===== config.mk =====
export PLATFORM = sky130hd
export DESIGN_NAME = key_event_gen
export DESIGN_NICKNAME = d
export VERILOG_FILES = /design/src/rtl/key_event_pkg.sv /design/src/rtl/key_hold_timer.sv /design/src/rtl/key_event_gen.sv
export SDC_FILE = /design/constraint.sdc
export NUM_CORES = 1
export LEC_CHECK = 0
export CORE_MARGIN = 2
export CORE_UTILIZATION = 38
export CTS_BUF_LIST = sky130_fd_sc_hd__clkbuf_4
export CTS_CLUSTER_SIZE = 20
export DETAILED_ROUTE_END_ITERATION = 10
export GPL_TIMING_DRIVEN = 0
export PLACE_DENSITY = 0.59
export RECOVER_POWER = 100
export REMOVE_ABC_BUFFERS = 1
export SLEW_MARGIN = 20
export SYNTH_ARGS = -nofsm -noshare
export SYNTH_HDL_FRONTEND = slang
export SYNTH_SLANG_ARGS = --single-unit

===== constraint.sdc =====
create_clock -name clk -period 2.59 [get_ports clk]
set_input_delay 0.777 -clock clk [delete_from_list [all_inputs] [get_ports clk]]
set_output_delay 0.777 -clock clk [all_outputs]
set_load 0.02 [all_outputs]

===== src/rtl/key_event_pkg.sv =====
// Shared types and widths for the key event generator.
package key_event_pkg;

  typedef enum logic [1:0] {
    ST_IDLE      = 2'd0,
    ST_PRESSED   = 2'd1,
    ST_REPEATING = 2'd2
  } key_state_e;

  localparam int unsigned PRESS_CNT_W = 8;

  function automatic int unsigned max_u(input int unsigned a, input int unsigned b);
    return (a > b) ? a : b;
  endfunction

endpackage


===== src/rtl/key_hold_timer.sv =====
// Hold timer: synchronous clear/increment with terminal compares for the
// long-press and auto-repeat thresholds.
module key_hold_timer #(
  parameter int unsigned LONG_CYCLES   = 25_000_000,
  parameter int unsigned REPEAT_CYCLES = 5_000_000,
  parameter int unsigned CNT_W         = 25
) (
  input  logic clk_i,
  input  logic rst_i,
  input  logic clr_i,
  input  logic inc_i,
  output logic long_done_o,
  output logic rep_done_o
);

  logic [CNT_W-1:0] cnt_q;
  logic [CNT_W-1:0] cnt_d;

  // Next count: clear has priority over increment.
  always_comb begin
    cnt_d = cnt_q;
    if (clr_i) begin
      cnt_d = '0;
    end else if (inc_i) begin
      cnt_d = cnt_q + CNT_W'(1);
    end
  end

  // Count register.
  always_ff @(posedge clk_i or posedge rst_i) begin
    if (rst_i) begin
      cnt_q <= '0;
    end else begin
      cnt_q <= cnt_d;
    end
  end

  assign long_done_o = (cnt_q == CNT_W'(LONG_CYCLES - 1));
  assign rep_done_o  = (cnt_q == CNT_W'(REPEAT_CYCLES - 1));

endmodule


===== src/rtl/key_event_gen.sv =====
// Key event generator: turns a debounced button level into press, release,
// long-press and auto-repeat pulses plus a held flag and a press counter.
module key_event_gen
  import key_event_pkg::*;
#(
  parameter int unsigned LONG_CYCLES   = 25_000_000,
  parameter int unsigned REPEAT_CYCLES = 5_000_000,
  parameter int unsigned CNT_W         = 25
) (
  input  logic                   clk,
  input  logic                   reset,
  input  logic                   level_in,
  output logic                   press_pulse,
  output logic                   release_pulse,
  output logic                   long_pulse,
  output logic                   repeat_pulse,
  output logic                   held,
  output logic [PRESS_CNT_W-1:0] press_count
);

  key_state_e             state_q, state_d;
  logic                   press_q, press_d;
  logic                   rel_q, rel_d;
  logic                   long_q, long_d;
  logic                   rep_q, rep_d;
  logic                   held_q, held_d;
  logic [PRESS_CNT_W-1:0] count_q, count_d;

  logic tmr_clr;
  logic tmr_inc;
  logic long_done;
  logic rep_done;

  key_hold_timer #(
    .LONG_CYCLES   (LONG_CYCLES),
    .REPEAT_CYCLES (REPEAT_CYCLES),
    .CNT_W         (CNT_W)
  ) u_timer (
    .clk_i       (clk),
    .rst_i       (reset),
    .clr_i       (tmr_clr),
    .inc_i       (tmr_inc),
    .long_done_o (long_done),
    .rep_done_o  (rep_done)
  );

  // Next state, timer control and next pulse values; release is checked
  // before the thresholds so it wins when both coincide.
  always_comb begin
    state_d = state_q;
    tmr_clr = 1'b0;
    tmr_inc = 1'b0;
    press_d = 1'b0;
    rel_d   = 1'b0;
    long_d  = 1'b0;
    rep_d   = 1'b0;
    count_d = count_q;
    unique case (state_q)
      ST_IDLE: begin
        if (level_in) begin
          state_d = ST_PRESSED;
          tmr_clr = 1'b1;
          press_d = 1'b1;
          count_d = count_q + PRESS_CNT_W'(1);
        end
      end
      ST_PRESSED: begin
        if (!level_in) begin
          state_d = ST_IDLE;
          tmr_clr = 1'b1;
          rel_d   = 1'b1;
        end else if (long_done) begin
          state_d = ST_REPEATING;
          tmr_clr = 1'b1;
          long_d  = 1'b1;
        end else begin
          tmr_inc = 1'b1;
        end
      end
      ST_REPEATING: begin
        if (!level_in) begin
          state_d = ST_IDLE;
          tmr_clr = 1'b1;
          rel_d   = 1'b1;
        end else if (rep_done) begin
          tmr_clr = 1'b1;
          rep_d   = 1'b1;
        end else begin
          tmr_inc = 1'b1;
        end
      end
      default: begin
        state_d = ST_IDLE;
        tmr_clr = 1'b1;
      end
    endcase
    held_d = (state_d != ST_IDLE);
  end

  // State and registered outputs.
  always_ff @(posedge clk or posedge reset) begin
    if (reset) begin
      state_q <= ST_IDLE;
      press_q <= 1'b0;
      rel_q   <= 1'b0;
      long_q  <= 1'b0;
      rep_q   <= 1'b0;
      held_q  <= 1'b0;
      count_q <= '0;
    end else begin
      state_q <= state_d;
      press_q <= press_d;
      rel_q   <= rel_d;
      long_q  <= long_d;
      rep_q   <= rep_d;
      held_q  <= held_d;
      count_q <= count_d;
    end
  end

  assign press_pulse   = press_q;
  assign release_pulse = rel_q;
  assign long_pulse    = long_q;
  assign repeat_pulse  = rep_q;
  assign held          = held_q;
  assign press_count   = count_q;

endmodule

# Yosys cells after proc, flatten, opt, wreduce, memory -nomap -nowiden
# Cells that the tools add are included.
op_classes:
  addsub: 2
  eq_ne: 4
  muxes: 25
  n_reduce_logical: 5
ops:
  columns: ["operator", "n"]
  rows:
  - ["25-bit 2-to-1 mux", 2]
  - ["25-bit by 1-bit adder with 25-bit output, second input constant", 1]
  - ["25-bit by 23-bit equality test with 1-bit output, second input constant", 1]
  - ["25-bit equality test, second input constant", 1]
  - ["1-bit 2-to-1 mux", 16]
  - ["8-bit by 1-bit adder with 8-bit output, second input constant", 1]
  - ["2-bit 2-to-1 mux", 4]
  - ["2-bit one-hot mux with 3 select lines", 1]
  - ["2-bit nonzero test", 2]
  - ["1-bit one-hot mux with 3 select lines", 1]
  - ["2-bit by 1-bit equality test with 1-bit output, second input constant", 1]
  - ["2-bit equality test, second input constant", 1]
  - ["2-bit logical NOT", 1]
  - ["1-bit one-hot mux with 2 select lines", 1]
  - ["2-bit AND reduction", 1]
  - ["2-bit OR reduction", 1]
totals:
  reg_bits: 40
  input_bits: 3
  out_inout_bits: 13
  wordCells: 44

# Longest topological paths before layout
# Gate-level depths: netlist of run 1.
logic_depth:
  word_depth: 6
  mapped_depth: 8
  mapped_depth_nobuf: 7

# Cells and area by module
# Synthesis of run 1 repeated with hierarchy kept, for this count alone.
unflattened:
  hier_cells: 218
  hier_area_um2: 2133.3
modules_own_cells:
  columns: ["module", "instances", "cells_each", "area_per_inst_um2"]
  rows:
  - ["key_hold_timer", 1, 156, 1418.9]
  - ["key_event_gen", 1, 62, 714.4]

# Worst setup path before layout of run 1
# No wires, ideal clock.
synth_timing:
  path_kind: "register to register"
  startpoint: "register state_q[0]"
  endpoint: "register u_timer.cnt_q[2]"
  arrival_time_ns: 1.822
  required_time_ns: 2.464
  path_slack_ns: 0.642
  stages_incl_launch_ff: 9
  synth_period_minus_slack_ns: 1.948
  cell_sequence: "dfrtp_1 inv_1 ha_1 or4b_1 nor3_2 o21a_2 buf_2 or3_1 a21oi_1"
synth_via:
  elab_chain_cells: 3
synth_rtl:
  columns: ["item", "line_no", "source"]
  rows:
  - ["start: declaration", "key_event_gen.sv:21", "key_state_e state_q, state_d;"]
  - ["start signal: assignment", "key_event_gen.sv:111", "state_q <= state_d;"]
  - ["2-bit equality test (tied with other cells)", "key_event_gen.sv:58", "unique case (state_q)"]
  - ["1-bit one-hot mux with 3 select lines / 1-bit one-hot mux with 2 select lines (equally long branches)", "key_event_gen.sv:58", null]
  - ["25-bit 2-to-1 mux / 2-bit nonzero test (equally long branches)", null, null]
  - ["end signal: assignment", "key_hold_timer.sv:34", "cnt_q <= cnt_d;"]
  - ["end: declaration", "key_hold_timer.sv:16", "logic [CNT_W-1:0] cnt_q;"]
# Parallel ways exist; a longest one is shown, timed or not.
# A chain may end at the register's enable or synchronous reset.

# Worst setup path in the final report of run 1
layout_timing:
  startpoint: "register u_timer.cnt_q[0]"
  endpoint: "register u_timer.cnt_q[18]"
layout_via:
  elab_chain_cells: 5
layout_rtl:
  columns: ["item"]
  rows:
  - ["branches (longest 5 deep; another with 25-bit by 1-bit adder with 25-bit output)"]
# Parallel ways; which one is timed is not known. The select of a mux whose other input is x is not followed.

==> results of run 1 <==
==> final cells by class <==
class,instances,share of cell area
repair buffers,16,0.0620
inverters,6,0.00938
flip-flops and latches,40,0.417
well taps,72,0.0375
clock inverters,1,0.00208
multi-input cells,166,0.453
clock buffers,6,0.0188
==> power by group through the flow <==
stage               clock network [W]  registers, W  logic, W
global route                 0.000348      0.000787  0.000531
global placement                    0      0.000788  0.000502
finish                       0.000302      0.000776  0.000483
CTS                          0.000324      0.000780  0.000518
floorplan                           0      0.000858  0.000238
detailed placement                  0      0.000793  0.000518
==> timing repair <==
item,4_1_cts,5_1_grt
resized for setup,0,2
endpoints found under the setup margin,0,3
hold endpoints to repair,0,0
buffers inserted,0,0
==> sequential cells by signal, summed over array words and instances, names as in the netlist <==
register / cells
u_timer.cnt_q: 25
press_count: 8
state_q: 2
held: 1
long_pulse: 1
press_pulse: 1
release_pulse: 1
repeat_pulse: 1
==> per-layer routing <==
layer  wire [um]  vias to the layer above  part of all wire  track usage
met2        2030                       29              0.47        0.251
met4          41                        0            0.0095       0.0466
met1        2110                      786              0.49        0.204
met3         138                        5             0.032       0.0339
li1            -                      816                 -            -
met5           0                        -                 0            0
==> kinds of logic after synthesis <==
kind of cell               count (synthesis)  synth area share
AOI/OAI and AO/OA                         26            0.0705
xor gates and xnor gates                  24            0.0971
adders and majority gates                  6            0.0347
buffers and inverters                     14            0.0329
DFF                                       40             0.462
muxes                                      1           0.00520
and+or+nand+nor                          109             0.298
==> placed cells by master, fill, tap and decap left out, types with 8 or more instances in the layout <==
master | Yosys | routed
nand2_1 | 12 | 12
a21oi_1 | 10 | 10
dfrtp_1 | 40 | 40
xor2_1 | 8 | 8
or3_1 | 8 | 8
xnor2_1 | 16 | 16
o21ai_0 | 9 | 9
nand3_1 | 11 | 11
nand4_1 | 10 | 10
nor2_1 | 25 | 25
dlygate4sd3_1 | 0 | 14
==> worst max path at each step <==
stage,slack (ps),to,cells after the start
after floorplan,640,u_timer.cnt_q[10]$_DFFE_PP0P_,7
after global placement,-250,u_timer.cnt_q[23]$_DFFE_PP0P_,6
after detailed placement,-260,u_timer.cnt_q[24]$_DFFE_PP0P_,6
after CTS,120,u_timer.cnt_q[24]$_DFFE_PP0P_,6
after global routing,30,u_timer.cnt_q[19]$_DFFE_PP0P_,6
final,260,u_timer.cnt_q[18]$_DFFE_PP0P_,6
==> worst register-to-register path: cells and delay by family (launching register included) <==
kind	cells	cell delay, ps
AND/OR/NAND/NOR	4	1050
AO/OA/AOI/OAI	1	490
flip-flops	1	420
adder cells (fa/ha/maj)	1	230
==> per-stage QoR <==
stage | utilization | instance area (um2) | power [W] | TNS, ps
2_1_floorplan | - | 2120 | 0.00110 | 0
3_3_place_gp | 0.428 | 2360 | 0.00129 | -2520
3_5_place_dp | 0.432 | 2380 | 0.00131 | -1680
4_1_cts | 0.441 | 2430 | 0.00162 | 0
5_1_grt | 0.436 | 2400 | 0.00167 | 0
6_report | 0.436 | 2400 | 0.00156 | 0
==> impl_metrics.json, run 1 <==
{
  "area_delta_synth_final_pct": 10.9,
  "synth.distinct_cells": 43,
  "pre_cts_ws_ps": -264,
  "cap_violations": 0,
  "drive_above_1_share": 0.0681,
  "yosysWarnings": 0,
  "postSynthAreaPerCell_um2": 9.84,
  "switching_share": 0.351,
  "grt_overflow": 0,
  "post-dp-hpwl_mm": 3.06,
  "syn_inst": 220,
  "ctsHoldBuffers": 0,
  "cts-root-buf": "clkbuf_4",
  "netlist_top_cells_count": "dfrtp_1 (40), nor2_1 (25), xnor2_1 (16)",
  "p_int_w": 0.00101,
  "synth-edff-count": 0,
  "rsz0062_at_grt": "false",
  "wire_per_inst_um": 14.1,
  "antenna_cells": 0,
  "drc": 0,
  "multi_input_area_mm2": 0.00109,
  "whs_path_depth": 1,
  "detail-route-antenna-nets": 0,
  "final.setup.worst_slack_ps": 263,
  "required_ps": 2790,
  "stdcell_count": 307,
  "crit_type": "flop to flop",
  "worst_clock_skew_ps": 13.2,
  "reg2reg_setup_slack_ps": 260,
  "maxSlewViolCount": 0,
  "grt_max_degree": 30,
  "die-area_mm2": 0.00632,
  "vias": 1636,
  "powerDensity_mw_per_mm2": 650,
  "synth_async_sr_flop_share": 1.00,
  "p_leak_nw": 0.991,
  "clk_pin_slew_worst_paths_ps": 110,
  "vias_per_cell": 5.33,
  "whs_endpoint": "press_count[7]$_DFFE_PP0P_",
  "cp_top_family": "simple AND/OR/NAND/NOR gates",
  "port-buffer-count": 15,
  "synth_area_mm2": 0.00217,
  "cts_buffer_depth": 2,
  "fillers": 547,
  "placed_cells": 300,
  "grt_pass1_vias": 1568,
  "worstMarginPinSlew_ps": 760,
  "grt_pass1_wl_mm": 7.62,
  "worstPathBufferInverterCount": 0,
  "first_pass_iters": 4,
  "initial_core_util": 0.393,
  "peakVddDrop_mv": 0.298,
  "cts-buffers-inserted": 5,
  "ys_seq_elements": 40,
  "status": "complete, no violations",
  "min-delay-start": "press_count[7]$_DFFE_PP0P_",
  "p_clk_frac": 0.193,
  "period_needed_ps": 2330,
  "antenna_found_initial": 0,
  "r2r_cells": 6,
  "path_cells": "ha_1, nand4_1, nor4_4, nor4b_2, a21o_2, nor2_1",
  "die_x_um": 79.5,
  "hold_ws_ps": 482,
  "seq_power_share": 0.497,
  "crit_path_max_fanout": 25,
  "hold_viol_final": 0,
  "end_kind": "flop",
  "synth_top_cell_by_area": "dfrtp_1",
  "p_switching_w": 0.000547,
  "r2r-start": "u_timer.cnt_q[0]$_DFFE_PP0P_",
  "die_h_um": 79.5,
  "coreArea_mm2": 0.00551,
  "insertion_delay_ps": 340,
  "wl_mm": 4.32,
  "gp_congestion": 0.800,
  "synth.area.top_cells": "dfrtp_1 (46%), xnor2_1 (6.5%), nor2_1 (4.3%)",
  "cts_sinks": 40,
  "max_stage_delay_ps": 490,
  "hp-class": "flop to flop",
  "htree_levels": 2,
  "cp.arrival_ps": 2530,
  "yosysMostFrequentCell": "dfrtp_1",
  "cp-startpoint": "u_timer.cnt_q[0]$_DFFE_PP0P_",
  "finalSetupViolCount": 0,
  "relSlewSlack": 0.494,
  "seq_area_mm2": 0.00100,
  "drt_iter0_drc": 88,
  "synth-seq-area-share": 0.462,
  "synth_top_area_frac": 0.462,
  "row_count": 27,
  "ios": 16,
  "critPathSlowestCell": "a21o_2",
  "cp-start-kind": "flop",
  "p_comb_frac": 0.309,
  "r2r-end": "u_timer.cnt_q[18]$_DFFE_PP0P_",
  "synthFlopType": "dfrtp_1",
  "final_nets": 244,
  "clock.fmax_mhz": 430,
  "cts_tree": "yes",
  "grtUsageTotal": 0.154,
  "min_period_over_period": 0.898
}
(Power assumes the default switching activity.)
==> run 2, diff against run 1 <==
==> constraint.sdc (replaced) <==
create_clock -name clk -period 2.35 [get_ports clk]
set_input_delay 0.705 -clock clk [delete_from_list [all_inputs] [get_ports clk]]
set_output_delay 0.705 -clock clk [all_outputs]
set_load 0.02 [all_outputs]
==> impl_metrics.json, run 2 (synthesized netlist as in run 1, its figures left out) <==
{
  "status": "complete, no violations",
  "finalPower_w": 0.00173,
  "coreArea_mm2": 0.00551,
  "antenna_cells": 0,
  "final_common_cell": "dfrtp_1",
  "antenna_found_initial": 0,
  "crit_path_max_fanout": 25,
  "ios": 16,
  "layout_common_cells": "dfrtp_1 (40), nor2_1 (25), xnor2_1 (16)",
  "worst_clock_skew_ps": 13.6,
  "globalRouteMet2Util": 0.251,
  "detail-route-antenna-nets": 0,
  "gp_congestion": 0.800,
  "fillers": 546,
  "endpoint": "u_timer.cnt_q[18]$_DFFE_PP0P_",
  "path_cells": "or3_1, nor4_4, nor4b_2, a21o_4, nor2_1",
  "crit_type": "flop to flop",
  "die-area_mm2": 0.00632,
  "place_area_mm2": 0.00238,
  "rsz0062_at_grt": "false",
  "met3_usage": 0.0339,
  "drive_above_1_share": 0.0681,
  "grtUsageTotal": 0.154,
  "wire_per_inst_um": 14.1,
  "grt_pass1_wl_mm": 7.62,
  "cts_buffer_depth": 2,
  "pre_cts_ws_ps": -432,
  "design_area_mm2": 0.00241,
  "r2r_cells": 5,
  "period_needed_ps": 2180,
  "fin_tns_setup_ps": 0,
  "hp-class": "flop to flop",
  "hold_viol_final": 0,
  "reg2reg_setup_slack_ps": 170,
  "worstMarginPinSlew_ps": 758,
  "r2r-start": "u_timer.cnt_q[15]$_DFFE_PP0P_",
  "cts-root-buf": "clkbuf_4",
  "cp-startpoint": "u_timer.cnt_q[15]$_DFFE_PP0P_",
  "area_delta_synth_final_pct": 11.4,
  "ctsHoldBuffers": 0,
  "fin_util": 0.438,
  "insertion_delay_ps": 340,
  "end_kind": "flop",
  "post-dp-hpwl_mm": 3.06,
  "cts-buffers-inserted": 5,
  "grt_pass1_vias": 1568,
  "use_met1": 0.204,
  "cap_violations": 0,
  "max_stage_delay_ps": 450,
  "p_leak_nw": 0.996,
  "clk_pin_slew_worst_paths_ps": 110,
  "largest_register_ffs": 25,
  "cp-start-kind": "flop",
  "initial_core_util": 0.393,
  "relSlewSlack": 0.495,
  "largest-register": "u_timer.cnt_q",
  "cts_tree": "yes",
  "first_pass_iters": 4,
  "cts_setup_buffers": 0,
  "cp.arrival_ps": 2390,
  "cts_sinks": 40,
  "htree_levels": 2,
  "wl_mm": 4.32,
  "r2r-end": "u_timer.cnt_q[18]$_DFFE_PP0P_",
  "powerDensity_mw_per_mm2": 716,
  "drc": 0,
  "clock.fmax_mhz": 459,
  "vias_per_cell": 5.34,
  "finalSetupViolCount": 0,
  "min_period_over_period": 0.928,
  "die_h_um": 79.5,
  "drt_iter0_drc": 81,
  "required_ps": 2560,
  "final_nets": 244,
  "peakVddDrop_mv": 0.328,
  "grt_overflow": 0,
  "critPathSlowestCell": "dfrtp_1",
  "final.setup.worst_slack_ps": 169,
  "row_count": 27,
  "maxSlewViolCount": 0,
  "die_x_um": 79.5,
  "vias": 1639,
  "grt_max_degree": 30,
  "gr-max-usage-layer": "met2",
  "port-buffer-count": 15
}
==> run 2: routing by layer <==
metal | part of all wire | wire length [um]
met5 | 0 | 0
met1 | 0.49 | 2120
met4 | 0.0095 | 41
met3 | 0.031 | 134
met2 | 0.47 | 2020
==> run 2: worst min path at each step <==
| stage | from | end | slack [ps] | depth (start not counted) |
|---|---|---|---|---|
| after floorplan | u_timer.cnt_q[17]$_DFFE_PP0P_ | u_timer.cnt_q[17]$_DFFE_PP0P_ | 520 | 2 |
| after global placement | press_count[7]$_DFFE_PP0P_ | press_count[7]$_DFFE_PP0P_ | 460 | 1 |
| after detailed placement | press_count[7]$_DFFE_PP0P_ | press_count[7]$_DFFE_PP0P_ | 480 | 1 |
| after CTS | press_count[7]$_DFFE_PP0P_ | press_count[7]$_DFFE_PP0P_ | 500 | 1 |
| after global routing | press_count[7]$_DFFE_PP0P_ | press_count[7]$_DFFE_PP0P_ | 510 | 1 |
| final | press_count[7]$_DFFE_PP0P_ | press_count[7]$_DFFE_PP0P_ | 480 | 1 |
==> run 2: repair_timing <==
item | 4_1_cts | 5_1_grt
setup endpoints to repair | 11 | 25
gates resized for setup | 3 | 0
pin swaps | 0 | 1
cloned | 0 | 0
==> run 2: report_power, final <==
part / internal (W) / switching (W)
Clock: 0.000122 / 0.000210
Combinational: 0.000226 / 0.000315
Sequential: 0.000775 / 0.0000802
Total: 0.00112 / 0.000605
==> run 2: layout make-up <==
| type | count | area [um2] | share of cell area |
|---|---|---|---|
| repair buffers | 16 | 154 | 0.0638 |
| well taps | 72 | 90.1 | 0.0373 |
| inverters | 6 | 22.5 | 0.00934 |
| multi-input cells | 166 | 1090 | 0.454 |
| clock buffers | 6 | 45.0 | 0.0187 |
| clock inverters | 1 | 5.00 | 0.00207 |
| flip-flops and latches | 40 | 1000 | 0.415 |
==> run 2: through the flow <==
step	instances	hold WS, ps
global placement	299	463
detailed placement	300	477
global route	307	508
floorplan	212	518
CTS	307	498
finish	307	482
==> run 2: worst max-delay path: cells and delay by family, from the launching register on <==
kind            cells  cell delay, ps
compound gates      1             340
flops               1             450
simple gates        4            1270
==> run 3, diff against run 2 <==
--- a/config.mk
+++ b/config.mk
@@ -14,7 +14,7 @@
 export PLACE_DENSITY = 0.59
 export RECOVER_POWER = 100
 export REMOVE_ABC_BUFFERS = 1
-export SLEW_MARGIN = 20
+export SLEW_MARGIN = 10
 export SYNTH_ARGS = -nofsm -noshare
 export SYNTH_HDL_FRONTEND = slang
 export SYNTH_SLANG_ARGS = --single-unit
==> results of run 3 <==
The final DEF is identical to that of run 2; final timing and power are the same.
